## src/rtl/super_pkg.sv

```systemverilog
// Shared RV32 opcode constants and decode helpers.
// Reused by the issue queue hazard check and by decode.
package super_pkg;

    localparam logic [6:0] OPC_OP     = 7'b0110011;
    localparam logic [6:0] OPC_OP_IMM = 7'b0010011;
    localparam logic [6:0] OPC_LOAD   = 7'b0000011;
    localparam logic [6:0] OPC_STORE  = 7'b0100011;
    localparam logic [6:0] OPC_BRANCH = 7'b1100011;
    localparam logic [6:0] OPC_JAL    = 7'b1101111;
    localparam logic [6:0] OPC_JALR   = 7'b1100111;
    localparam logic [6:0] OPC_LUI    = 7'b0110111;
    localparam logic [6:0] OPC_AUIPC  = 7'b0010111;

    localparam logic [31:0] NOP = 32'h0000_0013;

    typedef struct packed {
        logic [31:0] pc;
        logic [31:0] inst;
    } iq_entry_t;

    function automatic logic writes_rd(input logic [6:0] op);
        return (op != OPC_STORE) && (op != OPC_BRANCH);
    endfunction

    function automatic logic uses_rs1(input logic [6:0] op);
        return (op != OPC_LUI) && (op != OPC_AUIPC) && (op != OPC_JAL);
    endfunction

    function automatic logic uses_rs2(input logic [6:0] op);
        return (op == OPC_OP) || (op == OPC_STORE) || (op == OPC_BRANCH);
    endfunction

    function automatic logic is_mem(input logic [6:0] op);
        return (op == OPC_LOAD) || (op == OPC_STORE);
    endfunction

    function automatic logic is_ctrl(input logic [6:0] op);
        return (op == OPC_BRANCH) || (op == OPC_JAL) || (op == OPC_JALR);
    endfunction

endpackage

```

## src/rtl/dual_issue_queue_pair_check.sv

```systemverilog
// Intra-pair hazard check: can the younger instruction issue
// alongside the older one in the same cycle.
import super_pkg::*;

module issue_pair_check (
    input  logic [31:0] inst_0,
    input  logic [31:0] inst_1,
    output logic        dual_ok
);

    logic [6:0] w_op0, w_op1;
    logic [4:0] w_rd0, w_rd1, w_rs1_1, w_rs2_1;
    logic       w_wr0, w_wr1;
    logic       w_raw, w_waw, w_ctrl, w_mem;
    logic       w_unused;

    assign w_op0   = inst_0[6:0];
    assign w_op1   = inst_1[6:0];
    assign w_rd0   = inst_0[11:7];
    assign w_rd1   = inst_1[11:7];
    assign w_rs1_1 = inst_1[19:15];
    assign w_rs2_1 = inst_1[24:20];

    // Source fields of the older word and funct fields play no role here.
    assign w_unused = ^{inst_0[31:12], inst_1[31:25], inst_1[14:12]};

    assign w_wr0 = writes_rd(w_op0) && (w_rd0 != 5'd0);
    assign w_wr1 = writes_rd(w_op1);

    // Classify the four hazard kinds that force single issue.
    always_comb begin
        w_raw  = w_wr0 &&
                 ((uses_rs1(w_op1) && (w_rs1_1 == w_rd0)) ||
                  (uses_rs2(w_op1) && (w_rs2_1 == w_rd0)));
        w_waw  = w_wr0 && w_wr1 && (w_rd1 == w_rd0);
        w_ctrl = is_ctrl(w_op0);
        w_mem  = is_mem(w_op0) && is_mem(w_op1);
    end

    assign dual_ok = !(w_raw || w_waw || w_ctrl || w_mem);

endmodule

```

## src/rtl/dual_issue_queue.sv

```systemverilog
// In-order instruction queue between dual fetch and dual execute.
// Accepts up to two per cycle, issues 0/1/2 in order after a hazard check.
import super_pkg::*;

module dual_issue_queue #(
    parameter int DEPTH = 8
) (
    input  logic        clk,
    input  logic        rst_n,
    input  logic [31:0] pc_0,
    input  logic [31:0] pc_1,
    input  logic [31:0] inst_0,
    input  logic [31:0] inst_1,
    input  logic        valid_0,
    input  logic        valid_1,
    input  logic        flush,
    input  logic        issue_stall,
    output logic        fetch_stall,
    output logic [31:0] iss_pc_0,
    output logic [31:0] iss_pc_1,
    output logic [31:0] iss_inst_0,
    output logic [31:0] iss_inst_1,
    output logic        iss_valid_0,
    output logic        iss_valid_1
);

    localparam int AW = $clog2(DEPTH);
    localparam int CW = AW + 1;

    iq_entry_t        r_mem [DEPTH];
    logic [AW-1:0]    r_head, r_tail;
    logic [CW-1:0]    r_count;

    logic             w_accept;
    logic [1:0]       w_n_acc, w_n_iss;
    logic [AW-1:0]    w_head1, w_wr1_idx;
    iq_entry_t        w_h0, w_h1;
    logic             w_dual_ok, w_iss0, w_iss1;

    // Stall is a pure function of the registered occupancy.
    assign fetch_stall = r_count > CW'(DEPTH - 2);

    assign w_accept  = !flush && !fetch_stall;
    assign w_n_acc   = w_accept ? ({1'b0, valid_0} + {1'b0, valid_1}) : 2'd0;
    assign w_wr1_idx = r_tail + AW'(valid_0);

    assign w_head1 = r_head + AW'(1);
    assign w_h0    = r_mem[r_head];
    assign w_h1    = r_mem[w_head1];

    issue_pair_check u_check (
        .inst_0  (w_h0.inst),
        .inst_1  (w_h1.inst),
        .dual_ok (w_dual_ok)
    );

    assign w_iss0  = !issue_stall && (r_count != CW'(0));
    assign w_iss1  = !issue_stall && (r_count >= CW'(2)) && w_dual_ok;
    assign w_n_iss = {1'b0, w_iss0} + {1'b0, w_iss1};

    // Entry storage: pair written in order at the tail; no reset needed.
    always_ff @(posedge clk) begin
        if (w_accept) begin
            if (valid_0) r_mem[r_tail]    <= '{pc: pc_0, inst: inst_0};
            if (valid_1) r_mem[w_wr1_idx] <= '{pc: pc_1, inst: inst_1};
        end
    end

    // Pointers and occupancy; flush empties the queue outright.
    always_ff @(posedge clk or negedge rst_n) begin
        if (!rst_n) begin
            r_head  <= '0;
            r_tail  <= '0;
            r_count <= '0;
        end else if (flush) begin
            r_head  <= '0;
            r_tail  <= '0;
            r_count <= '0;
        end else begin
            r_tail  <= r_tail + AW'(w_n_acc);
            r_head  <= r_head + AW'(w_n_iss);
            r_count <= r_count + CW'(w_n_acc) - CW'(w_n_iss);
        end
    end

    // Issue registers; held while the back end stalls.
    always_ff @(posedge clk or negedge rst_n) begin
        if (!rst_n) begin
            iss_valid_0 <= 1'b0;
            iss_valid_1 <= 1'b0;
            iss_pc_0    <= '0;
            iss_pc_1    <= '0;
            iss_inst_0  <= NOP;
            iss_inst_1  <= NOP;
        end else if (flush) begin
            iss_valid_0 <= 1'b0;
            iss_valid_1 <= 1'b0;
        end else if (!issue_stall) begin
            iss_valid_0 <= w_iss0;
            iss_valid_1 <= w_iss1;
            if (w_iss0) begin
                iss_pc_0   <= w_h0.pc;
                iss_inst_0 <= w_h0.inst;
            end
            if (w_iss1) begin
                iss_pc_1   <= w_h1.pc;
                iss_inst_1 <= w_h1.inst;
            end
        end
    end

endmodule

```

## config.mk

```make
export PLATFORM = sky130hd
export DESIGN_NAME = dual_issue_queue
export DESIGN_NICKNAME = d
export VERILOG_FILES = /design/src/rtl/super_pkg.sv /design/src/rtl/dual_issue_queue_pair_check.sv /design/src/rtl/dual_issue_queue.sv
export SDC_FILE = /design/constraint.sdc
export NUM_CORES = 1
export LEC_CHECK = 0
export CAP_MARGIN = 15
export CORE_AREA = 2 2 381 383
export DETAILED_ROUTE_END_ITERATION = 8
export DIE_AREA = 0 0 383 385
export GPL_TIMING_DRIVEN = 0
export SETUP_SLACK_MARGIN = 0.02
export SYNTH_ARGS = -nofsm -noshare
export SYNTH_HDL_FRONTEND = slang
export SYNTH_SLANG_ARGS = --single-unit
export TNS_END_PERCENT = 20
```

## constraint.sdc

```tcl
create_clock -name clk -period 7.5 [get_ports clk]
set_input_delay 1.5 -clock clk [delete_from_list [all_inputs] [get_ports clk]]
set_output_delay 1.5 -clock clk [all_outputs]
set_load 0.02 [all_outputs]
```

[Word level (Yosys, flattened, before mapping)]
Memory sizes are Yosys's and may differ from the RTL's.
Index checks and enable logic that the tools add are counted.
Operators by class
  reduce and logical (&&, ||, !) cells: 33
  multiplexer cells: 14
  bitwise operators: 2
  magnitude comparators: 2
  equality and inequality tests: 20
  add/sub/neg operators: 8
Operator list (count)
  7-bit == test, second input constant: 4
  7-bit by 6-bit == test with 1-bit output, second input constant: 3
  7-bit by 6-bit != test with 1-bit output, second input constant: 3
  7-bit != test, second input constant: 3
  5-bit == test: 3
  1-bit logical AND: 15
  7-bit by 2-bit == test with 1-bit output, second input constant: 2
  1-bit logical OR: 10
  1-bit two-way mux: 10
  7-bit by 5-bit != test with 1-bit output, second input constant: 1
  3-bit by 2-bit adder with 3-bit output: 2
  3-bit two-way mux: 2
  3-bit AND reduction: 2
  5-bit nonzero test: 1
  1-bit by 1-bit adder with 2-bit output: 2
  4-bit by 2-bit adder with 4-bit output: 1
  4-bit by 2-bit >= comparator with 1-bit output, second input constant: 1
  4-bit by 3-bit > comparator with 1-bit output, second input constant: 1
  1-bit zero test: 4
  4-bit two-way mux: 1
  4-bit nonzero test: 1
  4-bit by 2-bit subtractor with 4-bit output: 1
  3-bit by 1-bit adder with 3-bit output: 1
  3-bit by 1-bit adder with 3-bit output, second input constant: 1
  other kinds (3): 4
Word-level totals
  memory bits (writable): 512
  bits in registers: 140
  input port bits: 134
  word-level logic and storage cells: 89
  memories kept: 1
  output and inout port bits: 131
Memory list
  r_mem: depth 8, bits a word 64, rd ports 2, clocked after Yosys merged registers in 0, wr ports 2, RTL line dual_issue_queue.sv:30  | iq_entry_t r_mem [DEPTH];

[Longest topological paths before layout]
An unclocked memory read counts as a cell.
  depth in word-level cells: 16
  depth in mapped cells: 22
  depth with buffers taken out: 17

[Modules after synthesis]
A second synthesis with hierarchy kept.
Unflattened totals
  cell total of the unflattened synthesis: 2438
  area, all modules: 35985.8 µm²
Modules (own cells, without submodules)
  dual_issue_queue: area each 35656.7 µm², sequential area each 18885.6 µm², cells an instance 2395, times used 1
  issue_pair_check: area each 329.1 µm², sequential area each 0.0 µm², cells an instance 43, times used 1

[Worst setup path after synthesis]
No wires, ideal clock.
  kind: input port to flip-flop
  from: in flush
  to: mem r_mem[3][0] (netlist bit), enable pin
  stages: 4
  arrival: 6.554 ns
  slack: 0.372 ns
  path buffers: 1
  required time: 6.926 ns
  library setup time: 0.574 ns
  cell sequence: clkbuf_1 nor2_1 nand3b_1 o21ai_0
RTL lines
  start, declared: RTL line dual_issue_queue.sv:16  | input logic flush,
  end, declared: RTL line dual_issue_queue.sv:30

[Worst setup path in the final report]
  from: reg r_head[0]
  to: reg r_count[3]
On the way
  longest elaborated chain between the ends: 16
  elaborated cells on any way between the ends: 48
  those cells by class: add/sub: 3; eq/ne: 19; mux: 1; reduce/logical: 24; memory: 1
Ends and longest elaborated chain
  start, declared: RTL line dual_issue_queue.sv:31  | logic [AW-1:0] r_head, r_tail;
  start signal, assigned: RTL line dual_issue_queue.sv:81  | r_head <= r_head + AW'(w_n_iss);
  3-bit by 1-bit adder with 3-bit output: RTL line dual_issue_queue.sv:47  | assign w_head1 = r_head + AW'(1);
  memory 8 x 64 bit (*)
  7-bit by 6-bit != test with 1-bit output, or another cell as far along: RTL line super_pkg.sv:27  | return (op != OPC_LUI) && (op != OPC_AUIPC) && (op != OPC_JAL);
  1-bit logical AND / 1-bit logical OR (equally long branches) (2 in a row): RTL line super_pkg.sv:27, super_pkg.sv:31
  1-bit logical AND (on tied branches): RTL line dual_issue_queue_pair_check.sv:33, dual_issue_queue_pair_check.sv:34
  1-bit logical OR: RTL line dual_issue_queue_pair_check.sv:33  | ((uses_rs1(w_op1) && (w_rs1_1 == w_rd0)) ||
  1-bit logical AND: RTL line dual_issue_queue_pair_check.sv:32  | w_raw = w_wr0 &&
  1-bit logical OR (2 in a row): RTL line dual_issue_queue_pair_check.sv:40  | assign dual_ok = !(w_raw || w_waw || w_ctrl || w_mem);
  1-bit logical OR (*): RTL line dual_issue_queue_pair_check.sv:40
  1-bit zero test (*): RTL line dual_issue_queue_pair_check.sv:40
  1-bit logical AND (*): RTL line dual_issue_queue.sv:58  | assign w_iss1 = !issue_stall && (r_count >= CW'(2)) && w_dual_ok;
  1-bit by 1-bit adder with 2-bit output (*): RTL line dual_issue_queue.sv:59  | assign w_n_iss = {1'b0, w_iss0} + {1'b0, w_iss1};
  4-bit by 2-bit subtractor with 4-bit output (*): RTL line dual_issue_queue.sv:82  | r_count <= r_count + CW'(w_n_acc) - CW'(w_n_iss);
  4-bit two-way mux (*): RTL line dual_issue_queue.sv:75  | end else if (flush) begin
  end signal, assigned: RTL line dual_issue_queue.sv:82
  end, declared: RTL line dual_issue_queue.sv:32  | logic [CW-1:0] r_count;
Mark *: on every way between the ends. The rest lies on a longest branch, timed or not.
A chain may end at the register's enable or synchronous reset.

==> impl_results.rst <==
.. list-table::
   :header-rows: 1

   * - Metric
     - Value
   * - Share of Yosys cell area claimed by the top area cell type
     - 0.433
   * - Max-cap viol count
     - 0
   * - Setup repair after global routing missed its margin
     - false
   * - Pin count of the biggest net entering global routing
     - 88
   * - GRT Total Usage
     - 0.176
   * - Power density normalized to cell area
     - 333 nW/um^2
   * - Peak fanout along the critical path
     - 10
   * - Root buf cell
     - sky130_fd_sc_hd__clkbuf_16
   * - Category of the worst setup path launch point
     - flip-flop
   * - Detailed-route DRC error count
     - 0
   * - Leading cell types by total area after synthesis
     - sky130_fd_sc_hd__edfxtp_1 (43%), sky130_fd_sc_hd__mux4_2 (17%), sky130_fd_sc_hd__mux2_2 (16%)
   * - Via count of the first global-routing pass
     - roughly 23,000
   * - Reg2reg end
     - r_count[3]$_DFF_PN0_
   * - Final Wtd Congestion
     - 0.814
   * - Routed len/inst
     - 29.2 um
   * - Combinational cell fraction of total power
     - 0.430
   * - Startpoint of the most critical hold path
     - iss_inst_0[1]$_DFFE_PN1P_
   * - Layout overhead on the synthesized area
     - 23.1%
   * - Logic depth of the worst register-to-register path
     - 21
   * - Mean post-synth cell area
     - between 15 and 20 sq um
   * - Hold Fails Final Rpt
     - 0
   * - Fillcell total
     - 14,000
   * - Fraction of final layout cells sized beyond drive strength 1
     - 0.386
   * - Power spent charging and discharging nets
     - 5.39 mW
   * - Leak Pwr
     - 13.9 nW
   * - Clock buffers created by TritonCTS
     - 70
   * - Die extent in y
     - 385 um
   * - H-tree levels
     - 3
   * - Number of nets produced by synthesis
     - 2,321
   * - Highest-delay cell along the critical path
     - sky130_fd_sc_hd__clkbuf_1
   * - Accumulated negative setup slack
     - 0 ps
   * - FF-to-FF setup slack
     - 810 ps
   * - Setup Buffers After CTS
     - 0
   * - Total area of sequential cells
     - 18,900 sq um
   * - Worst slew pin tran
     - 1250 ps
   * - Area after detailed placement
     - 41,400 sq um
   * - Main synth FF type
     - sky130_fd_sc_hd__edfxtp_1
   * - Area of the mapped netlist
     - about 36,000 sq um
   * - Largest stage delay on the critical path
     - 810 ps
   * - Post-layout min period
     - 6690 ps
   * - Count of pins over their slew limit
     - 0
   * - Number of buffers between clock root and the deepest sink
     - 3
   * - Slew margin rel.
     - 0.166
   * - Peak clock frequency supported by timing
     - between 100 and 150 MHz
   * - Number of iterations in the first detailed-routing pass
     - 5
   * - Most prevalent standard cell on the critical path
     - sky130_fd_sc_hd__buf_2
   * - CP Data Arrival Time
     - 7190 ps
   * - Number of cell rows
     - 139
   * - CTS tree
     - built
   * - Fin nets
     - 2,694
   * - Outcome
     - complete, no violations
   * - Total die area
     - 147,000 sq um
   * - Post-detailed-placement half-perimeter wirelength
     - between 90,000 and 100,000 um
   * - Cell-by-cell trace of the critical path
     - ha_1 > buf_2 > buf_2 > buf_2 > nor2_1 > a32oi_1 > o21ai_0 > o32ai_1 > a311o_1 > buf_2 > a31oi_4 > inv_2 > clkbuf_1 > ha_1 > fa_1 > inv_1 > ha_1 > a21o_1 > a21oi_1 > xnor2_1 > nor2_1
   * - Final instance area
     - about 44,000 sq um
   * - Crit Path Class
     - reg -> reg
   * - Hold worst-path end
     - iss_inst_0[1]$_DFFE_PN1P_
   * - Cell depth of the worst min-delay path
     - 2
   * - Via/cell ratio
     - slightly above 5
   * - Warnings, synthesis
     - 0
   * - Total Wirelength
     - 132,000 um
   * - Clock latency on the worst-skew pair
     - 660 ps
   * - Die X-Extent
     - 383 um
   * - Routed Antenna Nets
     - 0
   * - Count of unique library cells instantiated by Yosys
     - 50
   * - Peak supply drop
     - 0.000174 V
   * - Worst min-delay path class
     - reg -> reg
   * - Gate Count Post-Synth
     - 2,170
   * - Initial antenna violation count
     - 43
   * - Count of hold buffers inserted by post-cts repair
     - 0
   * - Total of flip-flops plus latches after synthesis
     - 652
   * - Critical path data required time
     - 8000 ps
   * - Placeable Area
     - about 140,000 sq um
   * - Share of flip-flops with an asynchronous set or reset
     - 0.215
   * - 1st-iter DRT viols
     - around 2,200
   * - # clock sinks
     - 652
   * - Worst hold margin
     - 507 ps
   * - Buffers added on ports
     - 263
   * - Area of the multi-input gates
     - 15,900 sq um
   * - Synth area leader
     - sky130_fd_sc_hd__edfxtp_1
   * - Reg clk slew, reported paths
     - 70 ps
   * - Most common cell after layout, fill and taps aside
     - sky130_fd_sc_hd__mux2_2
   * - Remaining global-route overflow
     - 0
   * - P_int
     - 9.18 mW
   * - Ratio of final minimum period to clock period
     - 0.892
   * - Resized Gates After CTS
     - 0
   * - Starting utilization of the core area
     - 0.248
   * - Sequential fraction of the synthesis area
     - 0.531
   * - Net switching share of the total power
     - 0.370
   * - Number of flops mapped to enable cells by yosys
     - around 500
   * - Most used cells in the layout excluding fill and tap cells
     - sky130_fd_sc_hd__mux2_2 (515), sky130_fd_sc_hd__edfxtp_1 (512), sky130_fd_sc_hd__mux4_2 (265)
   * - Startpoint of the lowest-slack register-to-register path
     - r_head[0]$_DFF_PN0_
   * - Reg power frac
     - 0.328
   * - Type of destination of the critical path
     - flip-flop
   * - Max Clock Skew
     - 31.2 ps
   * - Share of power burned in the clock network
     - 0.242
   * - I/O Pins
     - between 200 and 300
   * - Via count
     - 22,900
   * - Global-route wire length before repair
     - 183,000 um
   * - Total of endpoints with negative setup slack in the final report
     - 0
## critical path: cells and delay by family, from the launching register on
kind / cells / cell delay (ps)
buf+inv: 7 / 2670
compound gates: 7 / 1820
fa+ha+maj: 4 / 1320
flops: 1 / 410
xor+xnor: 1 / 150
simple gates: 2 / 130
## cell families after synthesis
| family | Yosys count | synth area share |
|---|---|---|
| compound gates | 165 | 0.0392 |
| xor+xnor | 26 | 0.00641 |
| fa+ha+maj | 17 | 0.00683 |
| buf+inv | 200 | 0.0242 |
| flops | 652 | 0.531 |
| mux | 911 | 0.368 |
| simple gates | 199 | 0.0240 |
## synthesized netlist by cell type (6+ instances only)
cell	count
sky130_fd_sc_hd__o21ai_0	10
sky130_fd_sc_hd__a32oi_1	27
sky130_fd_sc_hd__xor2_1	9
sky130_fd_sc_hd__buf_6	7
sky130_fd_sc_hd__a32oi_2	30
sky130_fd_sc_hd__xnor2_1	17
sky130_fd_sc_hd__a311o_1	10
sky130_fd_sc_hd__buf_1	29
sky130_fd_sc_hd__a21oi_1	69
sky130_fd_sc_hd__nand3_1	10
sky130_fd_sc_hd__ha_1	13
sky130_fd_sc_hd__nor2_1	131
sky130_fd_sc_hd__clkbuf_1	112
sky130_fd_sc_hd__o31ai_1	7
sky130_fd_sc_hd__edfxtp_1	512
sky130_fd_sc_hd__buf_4	9
sky130_fd_sc_hd__mux2_2	515
sky130_fd_sc_hd__dfstp_2	6
sky130_fd_sc_hd__dfrtp_1	134
sky130_fd_sc_hd__nand2_1	22
sky130_fd_sc_hd__nor2b_1	7
sky130_fd_sc_hd__mux2i_1	131
sky130_fd_sc_hd__buf_2	19
sky130_fd_sc_hd__inv_1	22
sky130_fd_sc_hd__mux4_2	265
## cell type report
class                           count  area share
Clock inverter                     31     0.00555
Multi-Input combinational cell   1318       0.363
Antenna cell                        9    0.000515
Timing Repair Buffer              301      0.0787
Inverter                           24     0.00206
Sequential cell                   652       0.432
Clock buffer                       99      0.0466
Buffer                            176      0.0176
Tap cell                         1903      0.0544
## power groups by stage
stage               clock [mW]  combinational [mW]  sequential, mW
finish                    3.52                6.26            4.78
global route              3.71                6.62            4.83
CTS                       3.59                6.28            4.78
detailed placement           0                6.25            4.86
global placement             0                6.15            4.89
floorplan                    0                3.25            5.20
## worst max-delay path by stage
| stage | startpoint | to | slack [ps] | cells after the start |
|---|---|---|---|---|
| after floorplan | flush | r_mem[3][0]$_DFFE_PP_ | 370 | 4 |
| after global placement | valid_0 | r_mem[1][33]$_DFFE_PP_ | -6410 | 3 |
| after detailed placement | r_head[0]$_DFF_PN0_ | r_count[3]$_DFF_PN0_ | 790 | 21 |
| after CTS | r_head[0]$_DFF_PN0_ | r_count[3]$_DFF_PN0_ | 790 | 21 |
| after global routing | r_head[0]$_DFF_PN0_ | r_count[3]$_DFF_PN0_ | 590 | 21 |
| final | r_head[0]$_DFF_PN0_ | r_count[3]$_DFF_PN0_ | 810 | 21 |
## stage by stage
step	cells	worst slack (ps)	total power, mW	util
detailed placement	4369	793	11.1	0.289
finish	4513	808	14.6	0.306
global placement	4336	-6410	11.0	0.283
global route	4512	585	15.2	0.306
CTS	4499	786	14.6	0.305
floorplan	2170	372	8.45	-
## routing by layer
| metal | up-vias | global-route usage | wire [um] |
|---|---|---|---|
| li1 | 9546 | - | - |
| met4 | 42 | 0.0709 | 4900 |
| met1 | 12000 | 0.220 | 52400 |
| met2 | 986 | 0.288 | 62600 |
| met5 | - | 0 | 246 |
| met3 | 237 | 0.0485 | 11500 |
## flip-flops by register name (all words and copies together) (netlist names)
name,flops
r_head,3
iss_valid_1,1
iss_pc_0,32
iss_pc_1,32
iss_valid_0,1
r_count,4
iss_inst_0,32
iss_inst_1,32
r_mem,512
r_tail,3
(Power assumes the default switching activity.)
